==> config.mk <==
export PLATFORM = sky130hd
export DESIGN_NAME = pipeline_ctrl_flat
export DESIGN_NICKNAME = d
export VERILOG_FILES = /design/src/rtl/pipeline_ctrl_pkg.sv /design/src/rtl/pipeline_ctrl_if.sv /design/src/rtl/pipeline_ctrl_load_use.sv /design/src/rtl/pipeline_ctrl.sv /design/src/flat_wrapper.sv
export SDC_FILE = /design/constraint.sdc
export NUM_CORES = 1
export LEC_CHECK = 0
export ABC_AREA = 1
export CAP_MARGIN = 30
export CORE_MARGIN = 2
export CORE_UTILIZATION = 35
export DETAILED_ROUTE_END_ITERATION = 8
export GPL_ROUTABILITY_DRIVEN = 0
export HOLD_SLACK_MARGIN = 0.03
export PLACE_DENSITY = 0.69
export SKIP_LAST_GASP = 1
export SYNTH_ARGS = -nofsm -noshare
export SYNTH_HDL_FRONTEND = slang
export SYNTH_SLANG_ARGS = --single-unit
==> constraint.sdc <==
create_clock -name CLK -period 2.1 [get_ports CLK]
set_input_delay 0.315 -clock CLK [delete_from_list [all_inputs] [get_ports CLK]]
set_output_delay 0.315 -clock CLK [all_outputs]
set_load 0.02 [all_outputs]
==> src/rtl/pipeline_ctrl_pkg.sv <==
// pipeline_ctrl_pkg: shared types, defaults and cause priority for the pipeline controller
package pipeline_ctrl_pkg;

    localparam int REG_W_DEF    = 5;
    localparam int WAIT_MAX_DEF = 1023;
    localparam int CNT_W_DEF    = 32;

    typedef enum logic [1:0] {
        RUN,
        DWAIT,
        HALTED
    } pctrl_state_t;

    typedef enum logic [2:0] {
        C_HALT,
        C_DMEM,
        C_REDIR,
        C_LOADUSE,
        C_IMISS,
        C_NONE
    } stall_cause_t;

    // Fixed priority: the first asserted cause wins.
    function automatic stall_cause_t pick_cause(
        input logic halt_req,
        input logic dstall,
        input logic redirect,
        input logic loaduse,
        input logic imiss
    );
        return halt_req ? C_HALT    :
               dstall   ? C_DMEM    :
               redirect ? C_REDIR   :
               loaduse  ? C_LOADUSE :
               imiss    ? C_IMISS   : C_NONE;
    endfunction

endpackage

==> src/rtl/pipeline_ctrl_if.sv <==
// pipeline_ctrl_if: hazard inputs and pipe-register controls between datapath and controller
interface pipeline_ctrl_if
    import pipeline_ctrl_pkg::*;
#(
    parameter int REG_W = REG_W_DEF,
    parameter int CNT_W = CNT_W_DEF
);

    logic             ihit;
    logic             dhit;
    logic             mem_req;
    logic             redirect;
    logic             ex_dREN;
    logic [REG_W-1:0] ex_wsel;
    logic [REG_W-1:0] id_rs;
    logic [REG_W-1:0] id_rt;
    logic             wb_halt;

    logic             pc_en;
    logic             if_id_en;
    logic             if_id_flush;
    logic             id_ex_en;
    logic             id_ex_flush;
    logic             ex_mem_en;
    logic             ex_mem_flush;
    logic             mem_wb_en;
    logic             mem_wb_flush;
    logic             mem_squash;
    logic             halt;
    logic             mem_timeout;
    logic [CNT_W-1:0] stall_cycles;

    // Datapath side: supplies hazard status, consumes the controls.
    modport master (
        output ihit, dhit, mem_req, redirect, ex_dREN, ex_wsel, id_rs, id_rt, wb_halt,
        input  pc_en, if_id_en, if_id_flush, id_ex_en, id_ex_flush,
               ex_mem_en, ex_mem_flush, mem_wb_en, mem_wb_flush,
               mem_squash, halt, mem_timeout, stall_cycles
    );

    // Controller side.
    modport slave (
        input  ihit, dhit, mem_req, redirect, ex_dREN, ex_wsel, id_rs, id_rt, wb_halt,
        output pc_en, if_id_en, if_id_flush, id_ex_en, id_ex_flush,
               ex_mem_en, ex_mem_flush, mem_wb_en, mem_wb_flush,
               mem_squash, halt, mem_timeout, stall_cycles
    );

endinterface

==> src/rtl/pipeline_ctrl_load_use.sv <==
// load_use_detect: flags an ID-stage source that depends on a load still in EX
module load_use_detect
    import pipeline_ctrl_pkg::*;
#(
    parameter int REG_W = REG_W_DEF
) (
    input  logic             i_ex_dREN,
    input  logic [REG_W-1:0] i_ex_wsel,
    input  logic [REG_W-1:0] i_id_rs,
    input  logic [REG_W-1:0] i_id_rt,
    output logic             o_loaduse
);

    // $zero is never a real dependency, so a load targeting it cannot stall.
    assign o_loaduse = i_ex_dREN & (|i_ex_wsel) &
                       ((i_ex_wsel == i_id_rs) | (i_ex_wsel == i_id_rt));

endmodule

==> src/rtl/pipeline_ctrl.sv <==
// pipeline_ctrl: stall/flush sequencing, halt, dmem watchdog and stall counter for the 5-stage pipe
module pipeline_ctrl
    import pipeline_ctrl_pkg::*;
#(
    parameter int REG_W    = REG_W_DEF,
    parameter int WAIT_MAX = WAIT_MAX_DEF,
    parameter int CNT_W    = CNT_W_DEF
) (
    input logic            CLK,
    input logic            nRST,
    pipeline_ctrl_if.slave bus
);

    localparam int WCW = (WAIT_MAX < 2) ? 1 : $clog2(WAIT_MAX + 1);

    localparam logic [1:0] ST_RUN    = RUN;
    localparam logic [1:0] ST_DWAIT  = DWAIT;
    localparam logic [1:0] ST_HALTED = HALTED;

    logic [1:0]       r_state;
    logic [1:0]       w_state_nxt;
    logic [WCW-1:0]   r_wcnt;
    logic [WCW-1:0]   w_wcnt_nxt;
    logic [CNT_W-1:0] r_stall;
    logic             r_timeout;

    logic             w_dstall;
    logic             w_loaduse;
    logic             w_imiss;
    logic             w_halt_req;
    logic             w_stall_inc;
    stall_cause_t     w_cause;

    logic             w_pc_en;
    logic             w_if_id_en;
    logic             w_if_id_flush;
    logic             w_id_ex_en;
    logic             w_id_ex_flush;
    logic             w_ex_mem_en;
    logic             w_mem_wb_flush;
    logic             w_mem_squash;

    load_use_detect #(.REG_W(REG_W)) u_load_use (
        .i_ex_dREN (bus.ex_dREN),
        .i_ex_wsel (bus.ex_wsel),
        .i_id_rs   (bus.id_rs),
        .i_id_rt   (bus.id_rt),
        .o_loaduse (w_loaduse)
    );

    assign w_dstall   = bus.mem_req & ~bus.dhit;
    assign w_imiss    = ~bus.ihit;
    assign w_halt_req = (r_state == ST_HALTED) | bus.wb_halt;
    assign w_cause    = pick_cause(w_halt_req, w_dstall, bus.redirect, w_loaduse, w_imiss);

    // Translate the winning cause into PC enable and pipe-register EN/flush pairs.
    always_comb begin
        w_pc_en        = 1'b1;
        w_if_id_en     = 1'b1;
        w_if_id_flush  = 1'b0;
        w_id_ex_en     = 1'b1;
        w_id_ex_flush  = 1'b0;
        w_ex_mem_en    = 1'b1;
        w_mem_wb_flush = 1'b0;
        w_mem_squash   = 1'b0;
        case (w_cause)
            C_HALT: begin
                w_pc_en      = 1'b0;
                w_if_id_en   = 1'b0;
                w_id_ex_en   = 1'b0;
                w_ex_mem_en  = 1'b0;
                w_mem_squash = 1'b1;
            end
            C_DMEM: begin
                w_pc_en        = 1'b0;
                w_if_id_en     = 1'b0;
                w_id_ex_en     = 1'b0;
                w_ex_mem_en    = 1'b0;
                w_mem_wb_flush = 1'b1;
            end
            C_REDIR: begin
                w_if_id_flush = 1'b1;
                w_id_ex_flush = 1'b1;
            end
            C_LOADUSE: begin
                w_pc_en       = 1'b0;
                w_if_id_en    = 1'b0;
                w_id_ex_flush = 1'b1;
            end
            C_IMISS: begin
                w_pc_en       = 1'b0;
                w_if_id_flush = 1'b1;
            end
            default: begin
            end
        endcase
    end

    assign bus.pc_en        = w_pc_en;
    assign bus.if_id_en     = w_if_id_en;
    assign bus.if_id_flush  = w_if_id_flush;
    assign bus.id_ex_en     = w_id_ex_en;
    assign bus.id_ex_flush  = w_id_ex_flush;
    assign bus.ex_mem_en    = w_ex_mem_en;
    assign bus.ex_mem_flush = 1'b0;
    assign bus.mem_wb_en    = ~w_mem_squash;
    assign bus.mem_wb_flush = w_mem_wb_flush;
    assign bus.mem_squash   = w_mem_squash;
    assign bus.halt         = (r_state == ST_HALTED);
    assign bus.mem_timeout  = r_timeout;
    assign bus.stall_cycles = r_stall;

    // Halt dominates, an outstanding data access parks in DWAIT, everything else runs.
    assign w_state_nxt = (w_cause == C_HALT) ? ST_HALTED :
                         (w_cause == C_DMEM) ? ST_DWAIT  : ST_RUN;

    // Wait counter only advances while parked in DWAIT and saturates at the watchdog limit.
    assign w_wcnt_nxt = (w_cause == C_DMEM && r_state == ST_DWAIT) ?
                        ((r_wcnt == WCW'(WAIT_MAX)) ? r_wcnt : r_wcnt + WCW'(1)) : '0;

    // Halt-related freezes are not counted as stalls.
    assign w_stall_inc = ~w_pc_en & (r_state != ST_HALTED) & ~bus.wb_halt;

    // State, watchdog and performance counter registers.
    always_ff @(posedge CLK) begin
        if (!nRST) begin
            r_state   <= ST_RUN;
            r_wcnt    <= '0;
            r_timeout <= 1'b0;
            r_stall   <= '0;
        end else begin
            r_state   <= w_state_nxt;
            r_wcnt    <= w_wcnt_nxt;
            r_timeout <= r_timeout | (w_wcnt_nxt == WCW'(WAIT_MAX));
            r_stall   <= (w_stall_inc && !(&r_stall)) ? r_stall + CNT_W'(1) : r_stall;
        end
    end

endmodule

==> src/flat_wrapper.sv <==
// flat-port wrapper written by rule: the top's interface ports become plain ports
module pipeline_ctrl_flat import pipeline_ctrl_pkg::*;
#(
    parameter int REG_W    = REG_W_DEF,
    parameter int WAIT_MAX = WAIT_MAX_DEF,
    parameter int CNT_W    = CNT_W_DEF
)
  (CLK, nRST, bus_ihit, bus_dhit, bus_mem_req, bus_redirect, bus_ex_dREN, bus_ex_wsel, bus_id_rs, bus_id_rt, bus_wb_halt, bus_pc_en, bus_if_id_en, bus_if_id_flush, bus_id_ex_en, bus_id_ex_flush, bus_ex_mem_en, bus_ex_mem_flush, bus_mem_wb_en, bus_mem_wb_flush, bus_mem_squash, bus_halt, bus_mem_timeout, bus_stall_cycles);
  pipeline_ctrl_if #(.REG_W(REG_W), .CNT_W(CNT_W)) bus_i ();
  input logic CLK;
  input logic nRST;
  input wire logic [$bits(bus_i.ihit)-1:0] bus_ihit;
  input wire logic [$bits(bus_i.dhit)-1:0] bus_dhit;
  input wire logic [$bits(bus_i.mem_req)-1:0] bus_mem_req;
  input wire logic [$bits(bus_i.redirect)-1:0] bus_redirect;
  input wire logic [$bits(bus_i.ex_dREN)-1:0] bus_ex_dREN;
  input wire logic [$bits(bus_i.ex_wsel)-1:0] bus_ex_wsel;
  input wire logic [$bits(bus_i.id_rs)-1:0] bus_id_rs;
  input wire logic [$bits(bus_i.id_rt)-1:0] bus_id_rt;
  input wire logic [$bits(bus_i.wb_halt)-1:0] bus_wb_halt;
  output wire logic [$bits(bus_i.pc_en)-1:0] bus_pc_en;
  output wire logic [$bits(bus_i.if_id_en)-1:0] bus_if_id_en;
  output wire logic [$bits(bus_i.if_id_flush)-1:0] bus_if_id_flush;
  output wire logic [$bits(bus_i.id_ex_en)-1:0] bus_id_ex_en;
  output wire logic [$bits(bus_i.id_ex_flush)-1:0] bus_id_ex_flush;
  output wire logic [$bits(bus_i.ex_mem_en)-1:0] bus_ex_mem_en;
  output wire logic [$bits(bus_i.ex_mem_flush)-1:0] bus_ex_mem_flush;
  output wire logic [$bits(bus_i.mem_wb_en)-1:0] bus_mem_wb_en;
  output wire logic [$bits(bus_i.mem_wb_flush)-1:0] bus_mem_wb_flush;
  output wire logic [$bits(bus_i.mem_squash)-1:0] bus_mem_squash;
  output wire logic [$bits(bus_i.halt)-1:0] bus_halt;
  output wire logic [$bits(bus_i.mem_timeout)-1:0] bus_mem_timeout;
  output wire logic [$bits(bus_i.stall_cycles)-1:0] bus_stall_cycles;
  assign bus_i.ihit = bus_ihit;
  assign bus_i.dhit = bus_dhit;
  assign bus_i.mem_req = bus_mem_req;
  assign bus_i.redirect = bus_redirect;
  assign bus_i.ex_dREN = bus_ex_dREN;
  assign bus_i.ex_wsel = bus_ex_wsel;
  assign bus_i.id_rs = bus_id_rs;
  assign bus_i.id_rt = bus_id_rt;
  assign bus_i.wb_halt = bus_wb_halt;
  assign bus_pc_en = bus_i.pc_en;
  assign bus_if_id_en = bus_i.if_id_en;
  assign bus_if_id_flush = bus_i.if_id_flush;
  assign bus_id_ex_en = bus_i.id_ex_en;
  assign bus_id_ex_flush = bus_i.id_ex_flush;
  assign bus_ex_mem_en = bus_i.ex_mem_en;
  assign bus_ex_mem_flush = bus_i.ex_mem_flush;
  assign bus_mem_wb_en = bus_i.mem_wb_en;
  assign bus_mem_wb_flush = bus_i.mem_wb_flush;
  assign bus_mem_squash = bus_i.mem_squash;
  assign bus_halt = bus_i.halt;
  assign bus_mem_timeout = bus_i.mem_timeout;
  assign bus_stall_cycles = bus_i.stall_cycles;
  pipeline_ctrl #(.REG_W(REG_W), .WAIT_MAX(WAIT_MAX), .CNT_W(CNT_W)) u_core (.CLK(CLK), .nRST(nRST), .bus(bus_i));
endmodule
Yosys cells after proc, flatten, opt, wreduce, memory -nomap -nowiden

Cells that the tools add are included.

Register bits: 45
Output and inout port bits: 44
Word-level logic and storage cells: 58

Add/subtract/negate cells: 2
Equality and inequality tests: 11
Mux-type cells: 16
Bitwise operators: 12
Reductions and logical operators: 12

Operators by type and width:

| operator                                             | number |
|---|---|
| adder 32 x 1 -> 32 bit (second input constant)       | 1 |
| AND reduction 32 bit                                 | 1 |
| equality test 10 bit (second input constant)         | 2 |
| two-way mux 10 bit                                   | 2 |
| two-way mux 3 bit                                    | 4 |
| adder 10 x 1 -> 10 bit (second input constant)       | 1 |
| equality test 5 bit                                  | 2 |
| two-way mux 1 bit                                    | 9 |
| OR reduction 2 bit                                   | 4 |
| equality test 3 x 2 -> 1 bit (second input constant) | 2 |
| AND 1 bit                                            | 5 |
| OR reduction 5 bit                                   | 1 |
| NOT 1 bit                                            | 4 |
| OR reduction 4 bit                                   | 1 |
| equality test 3 x 1 -> 1 bit (second input constant) | 1 |
| equality test 3 bit (second input constant)          | 1 |
| logical NOT 3 bit                                    | 1 |
| bitwise OR 1 bit                                     | 3 |
| OR reduction 3 bit                                   | 1 |
| equality test 2 x 1 -> 1 bit (second input constant) | 1 |
| equality test 2 bit (second input constant)          | 1 |
| logical AND 1 bit                                    | 2 |
| two-way mux 2 bit                                    | 1 |
| != test 2 bit (second input constant)                | 1 |
| logical NOT 1 bit                                    | 1 |

Depth between registers and ports, before layout

Gate-level depths: netlist (run 1).

Depth in word-level cells: 12
Mapped depth: 12

By module

From an unflattened synthesis (run 1), not the netlist that was laid out.

Cell total of the unflattened synthesis: 495
Area total of the unflattened synthesis: 2974.1 um^2

By module, submodules not included:

| module          | instances | cells each | area an instance (um^2) | seq. area each (um^2) |
|---|---|---|---|---|
| pipeline_ctrl   | 1         | 450        | 2778.9                  | 900.9 |
| load_use_detect | 1         | 45         | 195.2                   | 0.0 |

Worst setup path before layout (run 1)

OpenSTA, ideal clock, no wires.

Kind: reg2reg
Start point: register u_core.r_stall[0], in the netlist u_core.bus.stall_cycles[0]
End point: register u_core.r_stall[10], in the netlist u_core.bus.stall_cycles[10]
Library setup time: 0.132 ns
Data arrival time: 1.670 ns
Data required time: 1.968 ns
Setup slack: 0.298 ns
Cell stages (with the launch flop): 10
Path buffers: 1
Clock period less this slack: 1.802 ns
Cell sequence: dfxtp_1 ha_1 nand2_1 nor2_1 nand4_1 nor2_2 nand4_2 clkbuf_1 nand4_1 a21oi_1

Cells in the longest elaborated chain, start to end: 3
Elaborated cells on any way between the ends: 4

RTL lines:

| what                                                           | line                 | text |
|---|---|---|
| from (decl)                                                    | pipeline_ctrl.sv:24  | `logic [CNT_W-1:0] r_stall;` |
| from (signal assigned)                                         | pipeline_ctrl.sv:135 | `r_stall <= (w_stall_inc && !(&r_stall)) ? r_stall + CNT_W'(1) : r_stall;` |
| branches (longest 3 deep; another with adder 32 x 1 -> 32 bit) | --                   |  |

Parallel ways; which one is timed is not known.
A chain may end at the register's enable or synchronous reset.

Worst setup path in the final report (run 1)

Start point: register u_core.r_state[1]
End point: output bus_mem_squash

Cells in the longest elaborated chain, start to end: 5

RTL lines:

| what                   | line                    | text |
|---|---|---|
| from (decl)            | pipeline_ctrl.sv:20     | `logic [1:0] r_state;` |
| from (signal assigned) | pipeline_ctrl.sv:132    | `r_state <= w_state_nxt;` |
| equality test 2 bit    | pipeline_ctrl.sv:53     | `assign w_halt_req = (r_state == ST_HALTED) \| bus.wb_halt;` |
| bitwise OR 1 bit       | pipeline_ctrl.sv:53     |  |
| two-way mux 3 bit      | pipeline_ctrl_pkg.sv:31 | `return halt_req ? C_HALT :` |
| logical NOT 3 bit      | pipeline_ctrl.sv:66     | `case (w_cause)` |
| two-way mux 1 bit      | pipeline_ctrl.sv:66     |  |
| to (decl)              | flat_wrapper.sv:30      | `output wire logic [$bits(bus_i.mem_squash)-1:0] bus_mem_squash;` |

No other way between the ends.

==> results.sh, run 1 <==
export IMPL_outcome="finished clean"
export IMPL_antenna_left=0
export IMPL_synth_cell_types=35
export IMPL_drive_gt1_share_pct=10.2
export IMPL_max_clock_freq_mhz=494
export IMPL_antennaDiodeCount=0
export IMPL_grt_use_met1_pct=23.7
export IMPL_io_pins=67
export IMPL_yosys_top_cells_count="nand2_1 (164), nor2_1 (61), inv_1 (49)"
export IMPL_ys_ff_latch=45
export IMPL_cts_num_sinks=45
export IMPL_fin_crit_ps=2020
export IMPL_dieHeight_um=98.5
export IMPL_placed_area_um2=3960
export IMPL_cts_tree="done"
export IMPL_syn_inst=503
export IMPL_final_setup_viol_count=0
export IMPL_met3_usage_pct=2.27
export IMPL_clock_skew_ps=12.2
export IMPL_clk_latency_ps=320
export IMPL_clkPwrFrac_pct=33.7
export IMPL_synth_area_per_cell_um2=6.22
export IMPL_cpMostUsedCell="inv_2"
export IMPL_critPathSlowestCell="clkdlybuf4s50_1"
export IMPL_critPathTopFamily="buffers and inverters"
export IMPL_port_buffers=65
export IMPL_cp_end_kind="output pin"
export IMPL_initial_core_util_pct=36.0
export IMPL_die_w_um=98.5
export IMPL_cts_root_buffer="clkbuf_8"
export IMPL_comb_power_share_pct=15.7
export IMPL_r2r_start="u_core.bus.stall_cycles[1]"
export IMPL_muxShareOfSynthArea_pct=0
export IMPL_synth_xor_area_share_pct=6.44
export IMPL_critPathRequiredTime_ps=1780
export IMPL_crit_buf_inv=4
export IMPL_numCtsBuffers=5
export IMPL_die_area_um2=9710
export IMPL_grt_overflow=0
export IMPL_grt_max_degree=43
export IMPL_worstPathArrival_ps=1710
export IMPL_cp_cell_sequence="inv_2 -> nor2_2 -> nor2_8 -> inv_2 -> buf_4 -> clkdlybuf4s50_1"
export IMPL_finalMaxSlewViolations=0
export IMPL_track_usage_pct=18.1
export IMPL_synth_nets=528
export IMPL_vias=3540
export IMPL_seq_power_share_pct=50.6
export IMPL_worstHoldPathType="reg -> reg"
export IMPL_worstSetupPathType="reg -> out"
export IMPL_switching_share_pct=29.2
export IMPL_final_hold_viol_count=0
export IMPL_fin_area_um2=4100
export IMPL_rsz0062_at_grt="false"
export IMPL_synth_async_sr_flop_share_pct=0
export IMPL_finish_utilization_pct=47.2
export IMPL_vdd_drop_max_uv=223
export IMPL_num_nets_final=604
export IMPL_synth_top_area_cell="dfxtp_1"
export IMPL_fin_crit_sh_pct=96.3
export IMPL_areaGrowthSynthToFinish_pct=31.0
export IMPL_synth_simple_gate_area_share_pct=47.8
export IMPL_wl_per_cell_um=13.2
export IMPL_top_usage_layer="met2"
export IMPL_maxCapViolCount=0
export IMPL_dr_pass1_iters=5
export IMPL_syn_cell_area_um2=3130
export IMPL_synth_fa_ha_area_share_pct=0.800
export IMPL_slowest_delay_ps=590
export IMPL_synth_yosys_warnings=0
export IMPL_finalWirelength_um=9050
export IMPL_yosys_top_cells_area="dfxtp_1 (29%), nand2_1 (20%), nand4_1 (7.6%)"
export IMPL_worstSetupStartpointType="register"
export IMPL_drt_first_iter_violations=154
export IMPL_grt_pass1_wl_um=14700
export IMPL_postCtsHoldBufs=0
export IMPL_whs_ps=463
export IMPL_p_leak_nw=1.64
export IMPL_viasPerCell=5.15
export IMPL_synth_compound_area_share_pct=6.40
export IMPL_p_sw_mw=0.499
export IMPL_crit_start="u_core.r_state[1]"
export IMPL_ys_flop_type="dfxtp_1"
export IMPL_grt_pass1_vias=3153
export IMPL_min_from="u_core.bus.mem_timeout"
export IMPL_fp_row_count=34
export IMPL_antenna_found_initial=0
export IMPL_synth_top_family_by_area="simple AND/OR/NAND/NOR gates"
export IMPL_p_per_area_nw_per_um2=417
export IMPL_htree_levels=2
export IMPL_dp_hpwl_um=6750
export IMPL_use_met2_pct=30.9
export IMPL_intPower_mw=1.21
export IMPL_synth_top_cell_area_share_pct=28.8
export IMPL_synth_edf_count=0
export IMPL_clk_pin_slew_worst_paths_ps=100
export IMPL_coreArea_um2=8680
export IMPL_drc_errors=0
export IMPL_clockBufferDepth=2
export IMPL_yosysSeqAreaShare_pct=28.8
export IMPL_critPathMaxFanout=2
export IMPL_synth_most_common_cell="nand2_1"
-- stage by stage --
step	worst slack, ps	TNS (ps)	power, mW	cells
global placement	-324	-10660	1.14	678
finish	76.8	0	1.71	688
CTS	-30.2	-30.2	1.71	686
floorplan	298	0	1.02	503
global route	3.59	0	1.77	688
detailed placement	-381	-13130	1.14	678
-- routing by layer --
metal  share of wire, %  routed length [µm]
met1                 46                4140
met2                 48                4350
met3                4.8                 439
met4                1.3                 118
met5                  0                   0
-- worst min-delay path, delay by kind of cell, from the launching register on --
kind	cells	cell delay [ps]
flops	1	320
simple gates	2	110
-- layout make-up --
type | count | area [µm²]
Clock buffer | 5 | 68.8
Clock inverter | 3 | 21.3
Fill cell | 914 | 4580
Inverter | 53 | 199
Multi-Input combinational cell | 387 | 1950
Sequential cell | 45 | 901
Tap cell | 108 | 135
Timing Repair Buffer | 87 | 820
-- cells by family after synthesis --
kind of cell,count (synthesis)
flip-flops,45
XOR/XNOR,23
other,1
AO/OA/AOI/OAI,39
adder cells (fa/ha/maj),2
buffers and inverters,71
AND/OR/NAND/NOR,322
-- repair_timing --
item | in CTS | in global routing
gates resized for setup | 20 | 13
gates cloned | 0 | 1
endpoints found under the setup margin | 38 | 35
setup buffers | 0 | 1
pin swaps | 1 | 2
-- placed cells by master (no fill, tap or decap), types with 2 or more instances in the layout --
cell type	n
inv_1	48
inv_2	4
nor2_2	5
xnor2_1	5
clkdlybuf4s50_1	53
nor3_2	4
nor3_4	2
nor3_1	11
clkbuf_8	5
buf_4	20
buf_2	3
nand4_1	38
nor2_1	61
nand3_1	18
nand3_2	3
nand2_1	163
dlygate4sd2_1	7
nand3b_1	7
xor2_1	18
o21ai_0	2
nor3b_1	2
a21oi_1	34
dfxtp_1	45
-- flip-flops by register name (all words and copies together) (netlist names) --
signal	count
u_core.r_state	2
u_core.bus.stall_cycles	32
u_core.bus.mem_timeout	1
u_core.r_wcnt	10
-- path summary, 6_finish.rpt --
| path | end | slack [ps] | cells after the start |
|---|---|---|---|
| worst max-delay path | bus_mem_squash | 80 | 6 |
| worst min-delay path | u_core.bus.mem_timeout | 460 | 2 |
| worst max register to register | u_core.bus.stall_cycles[17] | 220 | 10 |
| worst min register to register | u_core.bus.mem_timeout | 460 | 2 |
-- power groups by stage --
| stage | sequential [mW] | combinational [mW] | clock [mW] |
|---|---|---|---|
| 6_report | 0.865 | 0.269 | 0.575 |
| 5_1_grt | 0.866 | 0.293 | 0.613 |
| 4_1_cts | 0.863 | 0.252 | 0.594 |
| 3_5_place_dp | 0.883 | 0.258 | 0 |
| 3_3_place_gp | 0.883 | 0.252 | 0 |
| 2_1_floorplan | 0.888 | 0.136 | 0 |
No activity file was read; power rests on OpenSTA's default activity.
==> run 2, diff against run 1 <==
--- a/config.mk
+++ b/config.mk
@@ -7,7 +7,7 @@
 export LEC_CHECK = 0
 export ABC_AREA = 1
 export CAP_MARGIN = 30
-export CORE_MARGIN = 2
+export CORE_MARGIN = 5
 export CORE_UTILIZATION = 35
 export DETAILED_ROUTE_END_ITERATION = 8
 export GPL_ROUTABILITY_DRIVEN = 0
==> results.sh, run 2 (same netlist as run 1, synthesis figures left out) <==
export IMPL_outcome="finished clean"
export IMPL_final_cells=684
export IMPL_finalMaxSlewViolations=0
export IMPL_switching_share_pct=27.3
export IMPL_dp_cells=676
export IMPL_drt_first_iter_violations=167
export IMPL_cts_root_buffer="clkbuf_8"
export IMPL_fin_crit_sh_pct=94.7
export IMPL_critPathRequiredTime_ps=1780
export IMPL_seq_power_share_pct=52.0
export IMPL_multi_input_area_um2=1950
export IMPL_maxCapViolCount=0
export IMPL_worstPathArrival_ps=1670
export IMPL_rsz0062_at_grt="false"
export IMPL_max_clock_freq_mhz=503
export IMPL_clockBufferDepth=2
export IMPL_antenna_left=0
export IMPL_setup_tns_ps=0
export IMPL_n_fill_cell=888
export IMPL_dr_pass1_iters=4
export IMPL_slowest_delay_ps=490
export IMPL_wl_per_cell_um=12.9
export IMPL_grt_pass1_wl_um=14700
export IMPL_grt_pass1_vias=3134
export IMPL_maxSlewHeadroom_pct=66.6
export IMPL_port_buffers=65
export IMPL_initial_core_util_pct=35.9
export IMPL_worstSetupPathType="in -> out"
export IMPL_whs_ps=462
export IMPL_drc_errors=0
export IMPL_crit_start="bus_ex_wsel[4]"
export IMPL_track_usage_pct=15.8
export IMPL_total_power_mw=1.66
export IMPL_num_nets_final=600
export IMPL_cpMostUsedCell="nand2_1"
export IMPL_worstSetupStartpointType="input port"
export IMPL_vias=3417
export IMPL_intPower_mw=1.20
export IMPL_largest_register_ffs=32
export IMPL_worst_pin_slew_ps=497
export IMPL_critPathSlowestCell="clkdlybuf4s50_1"
export IMPL_clk_latency_ps=300
export IMPL_worstHoldPathType="reg -> reg"
export IMPL_r2r_start="u_core.bus.stall_cycles[1]"
export IMPL_die_area_um2=10900
export IMPL_vdd_drop_max_uv=242
export IMPL_dieHeight_um=105
export IMPL_areaGrowthSynthToFinish_pct=29.8
export IMPL_drive_gt1_share_pct=9.03
export IMPL_p_sw_mw=0.453
export IMPL_die_w_um=105
export IMPL_cts_num_sinks=45
export IMPL_coreArea_um2=8720
export IMPL_final_common_cell="nand2_1"
export IMPL_grt_overflow=0
export IMPL_io_pins=67
export IMPL_clk_pin_slew_worst_paths_ps=90
export IMPL_viasPerCell=5.00
export IMPL_cts_tree="done"
export IMPL_final_hold_viol_count=0
export IMPL_final_setup_viol_count=0
export IMPL_seqCellArea_um2=901
export IMPL_finalWirelength_um=8810
export IMPL_antenna_found_initial=0
export IMPL_comb_power_share_pct=15.6
export IMPL_htree_levels=2
export IMPL_antennaDiodeCount=0
export IMPL_clock_skew_ps=6.53
export IMPL_cp_end_kind="output pin"
export IMPL_clkPwrFrac_pct=32.3
export IMPL_cp_cell_sequence="clkdlybuf4s50_1 -> inv_1 -> nand2_1 -> nand2_1 -> nor2_1 -> nand3_1 -> nand2_2 -> a21oi_1 -> nor3_1 -> clkbuf_2"
export IMPL_fp_row_count=34
export IMPL_grt_max_degree=43
export IMPL_fin_crit_ps=1990
export IMPL_p_per_area_nw_per_um2=408
export IMPL_layout_common_cells="nand2_1 (163), nor2_1 (60), clkdlybuf4s50_1 (52)"
export IMPL_numCtsBuffers=5
export IMPL_min_from="u_core.bus.mem_timeout"
export IMPL_critPathMaxFanout=3
export IMPL_finish_utilization_pct=46.6
export IMPL_p_leak_nw=1.65
export IMPL_dp_hpwl_um=6840
-- run 2: changes by cell type in the layout (fill, tap and decap cells not counted), sizes merged --
| cell | change |
|---|---|
| dlygate4sd2 | -3 |
| dlymetal6s2s | +4 |
| clkinv | -1 |
| clkdlybuf4s50 | -1 |
| inv | -1 |
| clkbuf | +1 |
| buf | -3 |
-- run 2: worst paths after layout --
kind | end | slack, ps | cells after the start
worst min-delay path | u_core.bus.mem_timeout | 460 | 2
worst max register to register | u_core.bus.stall_cycles[0] | 160 | 10
worst min register to register | u_core.bus.mem_timeout | 460 | 2
worst max-delay path | bus_id_ex_flush | 110 | 10
-- run 2: through the flow --
stage,area (µm²),setup slack (ps)
2_1_floorplan,3130,298
3_3_place_gp,3960,-336
3_5_place_dp,3960,-377
4_1_cts,4030,-94.8
5_1_grt,4060,9.51
6_report,4060,112
-- run 2: critical path, delay by kind of cell --
| kind | cells | cell delay [ps] |
|---|---|---|
| buffers and inverters | 3 | 750 |
| AND/OR/NAND/NOR | 6 | 530 |
| AO/OA/AOI/OAI | 1 | 70 |
-- run 2: per-layer routing --
| layer | global-route usage [%] | wire, µm | vias up |
|---|---|---|---|
| li1 | - | - | 1768 |
| met1 | 20.8 | 4040 | 1551 |
| met2 | 26.7 | 4240 | 90 |
| met3 | 3.45 | 459 | 8 |
| met4 | 2.96 | 72 | 0 |
| met5 | 0 | 0 | - |
-- run 2: power groups by stage --
stage / Combinational, mW / Clock, mW / Sequential (mW)
after floorplan: 0.136 / 0 / 0.888
after global routing: 0.282 / 0.594 / 0.864
after detailed placement: 0.264 / 0 / 0.883
after global placement: 0.261 / 0 / 0.883
final: 0.259 / 0.536 / 0.863
after CTS: 0.259 / 0.550 / 0.863
-- run 2: repair_timing --
action,CTS,global route
setup endpoints to repair,39,36
pin swaps,1,2
resized for setup,19,13
hold buffers,0,0
setup buffers,0,0
-- run 2: layout make-up --
cell class              count  share of cell area (%)
multi-input cells         387                    48.0
flip-flops and latches     45                    22.2
repair buffers             83                    19.5
inverters                  53                    4.90
well taps                 108                    3.33
clock buffers               7                    1.88
clock inverters             1                   0.185
==> run 3, diff against run 2 <==
--- a/config.mk
+++ b/config.mk
@@ -5,15 +5,15 @@
 export SDC_FILE = /design/constraint.sdc
 export NUM_CORES = 1
 export LEC_CHECK = 0
-export ABC_AREA = 1
 export CAP_MARGIN = 30
 export CORE_MARGIN = 5
 export CORE_UTILIZATION = 35
 export DETAILED_ROUTE_END_ITERATION = 8
 export GPL_ROUTABILITY_DRIVEN = 0
 export HOLD_SLACK_MARGIN = 0.03
-export PLACE_DENSITY = 0.69
+export PLACE_DENSITY = 0.71
 export SKIP_LAST_GASP = 1
 export SYNTH_ARGS = -nofsm -noshare
 export SYNTH_HDL_FRONTEND = slang
+export SYNTH_HIERARCHICAL = 1
 export SYNTH_SLANG_ARGS = --single-unit
==> results.sh, run 3 <==
export IMPL_cts_num_sinks=45
export IMPL_worstSetupStartpointType="input port"
export IMPL_synth_most_common_cell="nor2_1"
export IMPL_fp_row_count=31
export IMPL_muxShareOfSynthArea_pct=1.93
export IMPL_fin_ws_ps=25.4
export IMPL_worstHoldPathType="reg -> reg"
export IMPL_clk_pin_slew_worst_paths_ps=80
export IMPL_final_setup_viol_count=0
export IMPL_reg2regPathDepth=8
export IMPL_critPathMaxFanout=3
export IMPL_multi_input_area_um2=1700
export IMPL_synth_top_cell_area_share_pct=34.7
export IMPL_worst_pin_slew_ps=496
export IMPL_p_leak_nw=1.40
export IMPL_whs_path_depth=2
export IMPL_final_common_cell="nor2_1"
export IMPL_clk_latency_ps=300
export IMPL_synth_yosys_warnings=6
export IMPL_synth_cell_types=52
export IMPL_finalMaxSlewViolations=0
export IMPL_met3_length_um=296
export IMPL_finalWirelength_um=7040
export IMPL_wl_met1_um=3030
export IMPL_min_from="u_core/bus.mem_timeout"
export IMPL_die_w_um=96.1
export IMPL_cp_cell_sequence="buf_8 -> or4_4 -> o21ai_2 -> a21oi_2 -> buf_4 -> a21oi_4 -> a21boi_4 -> buf_6"
export IMPL_port_buffers=65
export IMPL_placed_area_um2=3590
export IMPL_final_hold_viol_count=0
export IMPL_cp_end_kind="output pin"
export IMPL_wl_met2_um=3620
export IMPL_viasPerCell=4.97
export IMPL_dp_hpwl_um=5220
export IMPL_coreArea_um2=7210
export IMPL_outcome="finished clean"
export IMPL_syn_cell_area_um2=2590
export IMPL_yosys_top_cells_area="dfxtp_1 (35%), xnor2_1 (8.8%), nor2_1 (6.8%)"
export IMPL_max_clock_freq_mhz=482
export IMPL_synth_area_per_cell_um2=8.39
export IMPL_postCtsHoldBufs=0
export IMPL_largest_register_ffs=32
export IMPL_vias=2534
export IMPL_fin_crit_ps=2070
export IMPL_numCtsBuffers=5
export IMPL_layout_common_cells="nor2_1 (46), dfxtp_1 (45), clkdlybuf4s50_1 (42)"
export IMPL_synth_top_area_cell="dfxtp_1"
export IMPL_areaGrowthSynthToFinish_pct=47.6
export IMPL_p_per_area_nw_per_um2=430
export IMPL_drive_gt1_share_pct=25.3
export IMPL_dieHeight_um=96.1
export IMPL_r2r_start="u_core/bus.stall_cycles[5]"
export IMPL_synth_xor_area_share_pct=11.8
export IMPL_grt_pass1_vias=2522
export IMPL_setup_tns_ps=0
export IMPL_slowest_delay_ps=530
export IMPL_whs_ps=448
export IMPL_synth_nets=334
export IMPL_cts_root_buffer="clkbuf_8"
export IMPL_die_area_um2=9230
export IMPL_ys_ff_latch=45
export IMPL_worstPathArrival_ps=1760
export IMPL_initial_core_util_pct=35.9
export IMPL_drc_errors=0
export IMPL_htree_levels=2
export IMPL_grt_pass1_wl_um=11700
export IMPL_synth_compound_area_share_pct=8.54
export IMPL_synth_top_family_by_area="simple AND/OR/NAND/NOR gates"
export IMPL_synth_edf_count=0
export IMPL_synth_simple_gate_area_share_pct=36.8
export IMPL_ys_flop_type="dfxtp_1"
export IMPL_rsz0062_at_grt="true"
export IMPL_cts_tree="done"
export IMPL_worstSetupPathType="in -> out"
export IMPL_dr_pass1_iters=4
export IMPL_track_usage_pct=16.0
export IMPL_yosysSeqAreaShare_pct=34.7
export IMPL_fin_crit_sh_pct=98.8
export IMPL_critPathSlowestCell="or4_4"
export IMPL_synth_fa_ha_area_share_pct=0.965
export IMPL_antennaDiodeCount=0
export IMPL_io_pins=67
export IMPL_syn_inst=309
export IMPL_seqCellArea_um2=901
export IMPL_num_nets_final=435
export IMPL_min_to="u_core/bus.mem_timeout"
export IMPL_vdd_drop_max_uv=337
export IMPL_yosys_top_cells_count="nor2_1 (47), dfxtp_1 (45), xnor2_1 (26)"
export IMPL_antenna_found_initial=0
export IMPL_maxCapViolCount=0
export IMPL_critPathRequiredTime_ps=1780
export IMPL_r2r_end="u_core/bus.stall_cycles[31]"
export IMPL_n_fill_cell=691
export IMPL_clockBufferDepth=2
export IMPL_highest_layer="met4"
export IMPL_post_place_ws_ps=-741
export IMPL_antenna_left=0
export IMPL_maxSlewHeadroom_pct=66.6
export IMPL_grt_overflow=0
export IMPL_wl_per_cell_um=13.8
export IMPL_drt_first_iter_violations=122
export IMPL_synth_async_sr_flop_share_pct=0
export IMPL_clock_skew_ps=11.9
export IMPL_grt_max_degree=14
export IMPL_ff2ff_setup_slack_ps=110
export IMPL_fin_area_um2=3830
-- run 3: worst max path at each step --
stage | endpoint | start | slack (ps)
2_1_floorplan | u_core/bus.stall_cycles[15] | bus_ex_wsel[0] | 30
5_1_grt | u_core/bus.stall_cycles[25] | u_core/bus.stall_cycles[5] | -40
3_5_place_dp | bus_if_id_flush | bus_ex_wsel[4] | -740
3_3_place_gp | bus_if_id_flush | bus_ex_wsel[4] | -670
4_1_cts | bus_if_id_flush | bus_ex_wsel[2] | -30
6_report | bus_if_id_flush | bus_ex_wsel[3] | 30
-- run 3: metrics by stage --
| stage | cells | utilization [%] | power (mW) |
|---|---|---|---|
| finish | 510 | 53.1 | 1.65 |
| detailed placement | 498 | 49.8 | 1.07 |
| global route | 510 | 53.1 | 1.71 |
| global placement | 498 | 49.8 | 1.07 |
| CTS | 507 | 51.9 | 1.65 |
| floorplan | 309 | - | 0.960 |
-- run 3: cell families after synthesis --
group	Yosys count
other cells	1
buf+inv	27
fa+ha+maj	2
simple gates	160
compound gates	34
xor+xnor	35
mux	5
flops	45
-- run 3: area by class of cell --
class,instances,area share [%]
clock buffer,7,2.52
clock inverter,1,0.131
inverter,15,1.47
multi-input combinational,237,44.5
sequential,45,23.5
tap,99,3.24
timing repair buffer,106,24.6
-- run 3: power by group --
group | internal [mW] | switching [mW] | leakage, nW | total [mW]
Clock | 0.298 | 0.296 | 0.0542 | 0.594
Sequential | 0.856 | 0.00306 | 0.363 | 0.860
Combinational | 0.0971 | 0.0949 | 0.984 | 0.192
Total | 1.25 | 0.394 | 1.40 | 1.65
-- run 3: worst max-delay path, delay by kind of cell --
family          cells  cell delay [ps]
compound gates      4              540
buf+inv             3              370
simple gates        1              530
-- run 3: what timing repair did --
item,in CTS,in global routing
pin swaps,20,18
gates resized for setup,78,18
setup endpoints to repair,38,31
gates cloned,0,0
setup buffers,1,3
-- run 3: layer usage --
metal,vias to the layer above,global-route usage (%)
li1,1284,-
met1,1191,20.0
met2,50,27.4
met3,9,3.28
met4,0,4.98
met5,-,0
